[config.mk]
export PLATFORM = sky130hd
export DESIGN_NAME = imm_gen_stage
export DESIGN_NICKNAME = d
export VERILOG_FILES = /design/src/rtl/imm_gen_stage.sv
export SDC_FILE = /design/constraint.sdc
export NUM_CORES = 1
export LEC_CHECK = 0
export CAP_MARGIN = 0
export CORE_MARGIN = 1
export CORE_UTILIZATION = 43
export CTS_CLUSTER_SIZE = 30
export DETAILED_ROUTE_END_ITERATION = 7
export PLACE_DENSITY = 0.71
export SYNTH_ARGS = -nofsm -noshare
export SYNTH_HDL_FRONTEND = slang
export SYNTH_SLANG_ARGS = --single-unit
[constraint.sdc]
create_clock -name clk -period 1.75 [get_ports clk]
set_input_delay 0.35 -clock clk [delete_from_list [all_inputs] [get_ports clk]]
set_output_delay 0.35 -clock clk [all_outputs]
set_load 0.01 [all_outputs]
[src/rtl/imm_gen_stage.sv]
// -----------------------------------------------------------------------------
// imm_gen_stage
//
// Registered immediate-generation stage that sits between the instruction-fetch
// register and the ID/EX operand mux. Each incoming MIPS instruction is
// classified by opcode into an extension mode. The 32-bit immediate is
// computed combinationally on the input side and stored with the instruction
// when the instruction is accepted. A 2-entry buffer (output register plus one
// skid entry) gives full throughput. It also keeps in_ready free of any
// combinational path from out_ready.
//
// Handshake: a transfer happens on a rising edge where valid and ready are
// both high. The source holds its payload stable while valid=1 and ready=0.
// The source never withdraws valid before the transfer, except on flush.
// While out_valid=1 and out_ready=0, out_* do not change.
//
// Parameters:
//   BRANCH_SHIFT  1: branch imm = sext(imm16)<<2, 0: sext(imm16)
//   JUMP_SHIFT    1: jump imm = {4'b0, idx26, 2'b00}, 0: {6'b0, idx26}
//
// Ports:
//   clk        rising-edge clock
//   rst_n      asynchronous active-low reset
//   flush      synchronous flush; drops both entries and any same-cycle input
//   in_valid   upstream instruction valid
//   in_ready   stage can accept an instruction (registered)
//   in_instr   instruction word
//   out_valid  output entry valid
//   out_ready  downstream accepts
//   out_instr  instruction passed through
//   out_imm    generated immediate
//   out_mode   extension mode code (0 NONE .. 6 SHAMT)
// -----------------------------------------------------------------------------
module imm_gen_stage #(
   parameter bit BRANCH_SHIFT = 1'b1,
   parameter bit JUMP_SHIFT   = 1'b1
) (
   input  logic        clk,
   input  logic        rst_n,
   input  logic        flush,
   input  logic        in_valid,
   output logic        in_ready,
   input  logic [31:0] in_instr,
   output logic        out_valid,
   input  logic        out_ready,
   output logic [31:0] out_instr,
   output logic [31:0] out_imm,
   output logic [2:0]  out_mode
);

   localparam logic [2:0] MODE_NONE   = 3'd0;
   localparam logic [2:0] MODE_ZERO16 = 3'd1;
   localparam logic [2:0] MODE_SIGN16 = 3'd2;
   localparam logic [2:0] MODE_LUI    = 3'd3;
   localparam logic [2:0] MODE_BRANCH = 3'd4;
   localparam logic [2:0] MODE_JUMP   = 3'd5;
   localparam logic [2:0] MODE_SHAMT  = 3'd6;

   // ---------------------------------------------------------------------------
   // Input-side decode
   // ---------------------------------------------------------------------------
   logic [5:0]  opcode;
   logic [15:0] imm16;
   logic [31:0] sext16;
   logic [31:0] dec_imm;
   logic [2:0]  dec_mode;

   assign opcode = in_instr[31:26];
   assign imm16  = in_instr[15:0];
   assign sext16 = {{16{imm16[15]}}, imm16};

   always_comb begin
      dec_imm  = 32'h0000_0000;
      dec_mode = MODE_NONE;
      case (opcode)
         6'h0C, 6'h0D, 6'h0E: begin
            dec_mode = MODE_ZERO16;
            dec_imm  = {16'h0000, imm16};
         end
         6'h08, 6'h09, 6'h0A, 6'h0B,
         6'h20, 6'h21, 6'h22, 6'h23, 6'h24, 6'h25,
         6'h26, 6'h27, 6'h28, 6'h29, 6'h2A, 6'h2B: begin
            dec_mode = MODE_SIGN16;
            dec_imm  = sext16;
         end
         6'h0F: begin
            dec_mode = MODE_LUI;
            dec_imm  = {imm16, 16'h0000};
         end
         6'h01, 6'h04, 6'h05, 6'h06, 6'h07: begin
            dec_mode = MODE_BRANCH;
            if (BRANCH_SHIFT) begin
               dec_imm = {sext16[29:0], 2'b00};
            end else begin
               dec_imm = sext16;
            end
         end
         6'h02, 6'h03: begin
            dec_mode = MODE_JUMP;
            if (JUMP_SHIFT) begin
               dec_imm = {4'b0000, in_instr[25:0], 2'b00};
            end else begin
               dec_imm = {6'b000000, in_instr[25:0]};
            end
         end
         6'h00: begin
            dec_mode = MODE_SHAMT;
            dec_imm  = {27'h0, in_instr[10:6]};
         end
         default: begin
            dec_mode = MODE_NONE;
            dec_imm  = 32'h0000_0000;
         end
      endcase
   end

   // ---------------------------------------------------------------------------
   // Output register + skid entry
   // ---------------------------------------------------------------------------
   logic        skid_valid;
   logic [31:0] skid_instr;
   logic [31:0] skid_imm;
   logic [2:0]  skid_mode;
   logic        accept;
   logic        out_free;

   // in_ready comes straight from the skid flag, so out_ready never reaches it
   // combinationally. When the skid holds an entry, the output is full, so
   // nothing new is taken.
   assign in_ready = ~skid_valid;
   assign accept   = in_valid & in_ready;
   // The output register can be written when it is empty or draining now.
   assign out_free = ~out_valid | out_ready;

   always_ff @(posedge clk or negedge rst_n) begin
      if (!rst_n) begin
         out_valid  <= 1'b0;
         out_instr  <= 32'h0000_0000;
         out_imm    <= 32'h0000_0000;
         out_mode   <= MODE_NONE;
         skid_valid <= 1'b0;
         skid_instr <= 32'h0000_0000;
         skid_imm   <= 32'h0000_0000;
         skid_mode  <= MODE_NONE;
      end else if (flush) begin
         // Data registers keep stale contents; the valid flags hide them.
         out_valid  <= 1'b0;
         skid_valid <= 1'b0;
      end else if (out_free) begin
         if (skid_valid) begin
            // The older skid entry goes first. in_ready was low, so no new
            // input competes with it.
            out_valid  <= 1'b1;
            out_instr  <= skid_instr;
            out_imm    <= skid_imm;
            out_mode   <= skid_mode;
            skid_valid <= 1'b0;
         end else if (accept) begin
            out_valid <= 1'b1;
            out_instr <= in_instr;
            out_imm   <= dec_imm;
            out_mode  <= dec_mode;
         end else begin
            out_valid <= 1'b0;
         end
      end else if (accept) begin
         // The output is held by backpressure, so the new entry parks in the skid.
         skid_valid <= 1'b1;
         skid_instr <= in_instr;
         skid_imm   <= dec_imm;
         skid_mode  <= dec_mode;
      end
   end

endmodule

# == Word-level counts from Yosys, hierarchy flattened ==
# Cells that the tools add are included.
# op_classes
bitwise,6
eq_ne,27
n_mux,15
reduce_logical,10
# ops
cell,n
$pmux 32 s6,1
$mux 32,4
$eq 6x6->1 const B,12
$eq 6x4->1 const B,8
$eq 6x3->1 const B,4
$pmux 3 s6,1
$reduce_or 16->1,1
$eq 6x2->1 const B,2
$mux 1,7
$eq 6x1->1 const B,1
$logic_not 6->1,1
$mux 3,2
$reduce_and 3->1,2
$reduce_or 5->1,1
$not 1->1,4
$reduce_bool 2->1,2
$reduce_bool 3->1,1
$reduce_or 3->1,1
$reduce_or 2->1,1
$and 1x1->1,1
$or 1x1->1,1
# totals
word_cells,66
reg_bits,136

# == Longest topological paths before layout ==
# Gate-level depths: netlist of run 1.
# depth
word_depth,6
ltp_mapped,7

# == Worst setup path before layout of run 1 ==
# No wires, ideal clock.
# synth_timing
kind,flip-flop to flip-flop
startpoint,register out_valid
endpoint,register out_imm[8]
arrival_time_ps,1451
path_slack_ps,167
path_stages_with_launch,7
period_less_slack_ps,1583
n_path_buf,2
path_cell_list,dfrtp_1 nor2b_1 or3_1 buf_2 clkbuf_1 a21oi_1 o21ai_0
# synth_between
elab_chain_cells,3
# synth_lines
element,line_no,text
"start, declared",44,"output logic out_valid,"
"start signal, assigned",137,out_valid <= 1'b0;
"start signal, assigned",147,out_valid <= 1'b0;
"start signal, assigned",153,out_valid <= 1'b1;
$not 1->1,133,assign out_free = ~out_valid | out_ready;
$or 1x1->1,133,
$reduce_and 3->1 (no source line),n/a,
"end signal, assigned",155,out_imm <= skid_imm;
"end signal, assigned",161,out_imm <= dec_imm;
"end, declared",47,"output logic [31:0] out_imm,"
# Every way passes these cells.
# A chain may end at the register's enable or synchronous reset.

# == Worst setup path after layout of run 1 ==
# layout_timing
startpoint,register out_imm[22]
endpoint,output port out_imm[22]
# No word-level cell between the ends.

==> flow_summary.toml, run 1 <==
[clock_tree]
tritoncts.num_buffers = 17
clk_path_buf_depth = 2
ctsRootBufferMaster = "sky130_fd_sc_hd__clkbuf_16"
cts_tree = "yes"
postCtsSetupRepairBufs = 0
clk_pin_slew_ns = 0.06
clk-insertion-delay-late_ns = 0.42
htree_num_levels = 4
clock_sink_count = 136

[sta]
timing.final.crit_share_pct = 97.70
layout_min_cycle_time_ns = 1.710
max_slew.worst_pin.slew_ns = 0.5088
worst_clock_skew_on_the_final_layout_ns = 0.005861
hold_viol_final = 0
finalMaxSlewViolations = 0
layout_setup_ws_ns = 0.04017
setup_repair_after_global_routing_missed_its_margin = "false"
slew_headroom_pct = 66.08
timing.final.setup_violations = 0
max_freq_ghz = 0.5849
setup-tns-final_ns = 0

[placement]
place_congestion = 0.8806
placedInstanceArea_um2 = 7569
port_buffers = 105
place_ws_ns = -0.5901
hpwlAfterDp_mm = 11.26

[final_layout]
seq_area_um2 = 3405
multi_input_comb_area_um2 = 2406
layout-drive-gt1-share_pct = 19.20
syn_to_final_growth_pct = 38.08
diodes = 0
nFillCells = 1092
final_nets = 727
final_design_area_no_fill_um2 = 8243
postLayoutCoreUtil_pct = 61.51

[synthesis]
post_synth_inst_count = 554
synth_largest_area_cell = "sky130_fd_sc_hd__dfrtp_1"
share_of_synthesized_area_occupied_by_flip_flops_and_latches_pct = 57.01
synth.top_cell.area_share_pct = 57.01
yosysMostFrequentCell = "sky130_fd_sc_hd__dfrtp_1"
ys.warnings.count = 0
postSynth.asyncResetShare_pct = 100.0
syn_avg_cell_area_um2 = 10.78
syn_nets = 591
post_synth_instance_area_um2 = 5969
ys_top_cells_by_area = "sky130_fd_sc_hd__dfrtp_1, sky130_fd_sc_hd__o21ai_0, sky130_fd_sc_hd__mux2_2, sky130_fd_sc_hd__mux2i_1, sky130_fd_sc_hd__nand2_1"
number_of_distinct_library_cells_after_synthesis = 37
post_synth_most_frequent_cells = "sky130_fd_sc_hd__dfrtp_1, sky130_fd_sc_hd__o21ai_0, sky130_fd_sc_hd__nand2_1"
count_of_flip_flops_with_a_built_in_enable_after_synthesis = 0
yosys_most_used_dff = "sky130_fd_sc_hd__dfrtp_1"
number_of_synthesized_register_bits = 136

[pwr]
fin_total_pwr_mw = 9.228
cellInternalPower_mw = 6.853
ir_worst_vdd_mv = 0.7284
leakage_power_nw = 3.701
power.net_switching_mw = 2.375
power_switching_share_pct = 25.73
clk_network_pwr_share_pct = 40.0
combPwrFrac_pct = 17.0
power-per-cell-area_nw_per_um2 = 1119
seqPwrFrac_pct = 43.0

[critical_path]
top_delay_family_on_crit_path = "buffers and inverters"
critPathMaxStageDelay_ns = 0.55
max_stage_delay_cell_worst_path = "sky130_fd_sc_hd__clkdlybuf4s50_1"
worstPathArrival_ns = 1.36
crit_path_cell_trace = "clkdlybuf4s50_1"
worstPathMaxFanout = 2
worst-path-stages = 1
worst-r2r-setup-slack_ns = 0.11
setup.worst_path.start_class = "flip-flop"
type_of_destination_of_the_critical_path = "output port"
critPathRequiredTime_ns = 1.40
path_class = "reg -> out"
critPathBufInv = 1
timing.reg2reg.worst_path_depth = 5

[grt]
grt-ovfl-total = 0
antenna_found_initial = 0
largest_net_degree_at_the_start_of_global_routing = 53
globalRouteTotalUtil_pct = 24.19
via_count_of_the_first_global_routing_pass = 4850
first_pass_grt_wire_length_mm = 26.26

[drt]
wl_mm = 16.22
wl_per_cell_um = 18.45
drt_first_iter_violations = 432
detail_route.drc_violations = 0
detailroute.via_count = 4892
drt-vias-per-instance = 5.565
residual_antenna_violating_net_count_after_detailed_routing = 0
drt_first_pass_iters = 5

[outcome]
result_of_the_run = "finished, final reports clean"

[die]
die-width_um = 119.8
core_um2 = 13400
initial_utilization_pct = 44.55
die_height_um = 119.8
dieArea_um2 = 14360
std_cell_rows = 42
boundaryPins = 106

[worst_hold_path]
whs_path_depth = 3
worstHoldPathType = "in -> reg"

[run]
max-cap-violations = 0
-- flip-flops by register name, summed over array words and instances (netlist names) --
register / cells
out_mode: 3
skid_instr: 32
skid_imm: 32
out_imm: 32
out_instr: 32
skid_valid: 1
out_valid: 1
skid_mode: 3
-- metal layers --
layer / up-vias / GRT usage [%] / part of all wire, %
li1: 2263 / - / -
met1: 2441 / 33.30 / 46
met2: 165 / 37.68 / 47
met3: 23 / 5.323 / 5.5
met4: 0 / 8.672 / 1.7
met5: - / 0 / 0
-- layout make-up --
class                   instances  share of cell area, %
clock inverters                11                  1.776
repair buffers                160                  19.22
well taps                     176                  2.672
flip-flops and latches        136                  41.30
multi-input cells             372                  29.19
clock buffers                  21                  5.707
inverters                       3                 0.1366
-- cells in the final DEF, fill, tap and decap left out, drive strengths merged, types with 4 or more instances in the layout --
cell | synthesis | final
dlymetal6s2s | 0 | 5
o21ai | 103 | 103
mux2 | 31 | 31
a22oi | 13 | 13
clkdlybuf4s50 | 0 | 92
nor3 | 4 | 4
nand2 | 74 | 74
clkinv | 0 | 6
dfrtp | 136 | 136
and3 | 32 | 32
nor2 | 6 | 6
clkbuf | 22 | 21
dlygate4sd2 | 0 | 7
nand2b | 4 | 4
a221oi | 11 | 11
mux2i | 33 | 33
a21oi | 43 | 43
buf | 21 | 55
-- power by group through the flow --
stage	logic, mW	clock network, mW	registers [mW]
6_report	1.57	3.69	3.97
2_1_floorplan	0.601	0	4.03
3_3_place_gp	1.52	0	3.98
5_1_grt	1.72	3.88	4.02
4_1_cts	1.58	3.75	3.96
3_5_place_dp	1.57	0	4.01
-- worst register-to-register path, delay by kind of cell (launching register included) --
kind                   cells  cell delay (ns)
AOI/OAI and AO/OA          2             0.33
buffers and inverters      1             0.19
DFF                        1             0.39
and+or+nand+nor            2             0.61
-- kinds of logic (layout without fill, tap and decap cells) --
kind of cell	count (synthesis)	in the layout	synth area share, %
buffers and inverters	46	195	3.584
flip-flops	136	136	57.01
AO/OA/AOI/OAI	179	179	16.98
multiplexers	64	64	11.38
AND/OR/NAND/NOR	129	129	11.05
-- metrics by stage --
step / cells / hold slack (ns)
final: 879 / 0.4147
after global routing: 879 / 0.4532
after CTS: 879 / 0.4275
after detailed placement: 846 / 0.3290
after global placement: 846 / 0.3176
after floorplan: 554 / 0.05441
-- worst paths after layout --
check                                    startpoint                        end
min in group asynchronous                     rst_n  skid_instr[5]$_DFFE_PN0P_
min reg2reg                skid_imm[20]$_DFFE_PN0P_   skid_imm[20]$_DFFE_PN0P_
min                                    in_instr[27]  out_instr[27]$_DFFE_PN0P_
max                         out_imm[22]$_DFFE_PN0P_                out_imm[22]
max reg2reg                   out_valid$_DFFE_PN0N_    out_imm[24]$_DFFE_PN0P_
max in group asynchronous                     rst_n    out_imm[20]$_DFFE_PN0P_
-- what timing repair did --
item / CTS / global route
endpoints found under the setup margin: 50 / 29
pin swaps: 1 / 1
gates resized for setup: 10 / 12
cloned: 0 / 0
hold endpoints to repair: 25 / 0
hold buffers: 1 / 0
(Power assumes the default switching activity.)
==> run 2: changes to the inputs <==
- CORE_MARGIN: 1 -> not set
==> results of run 2 <==
The final DEF is identical to that of run 1; final timing and power are the same.
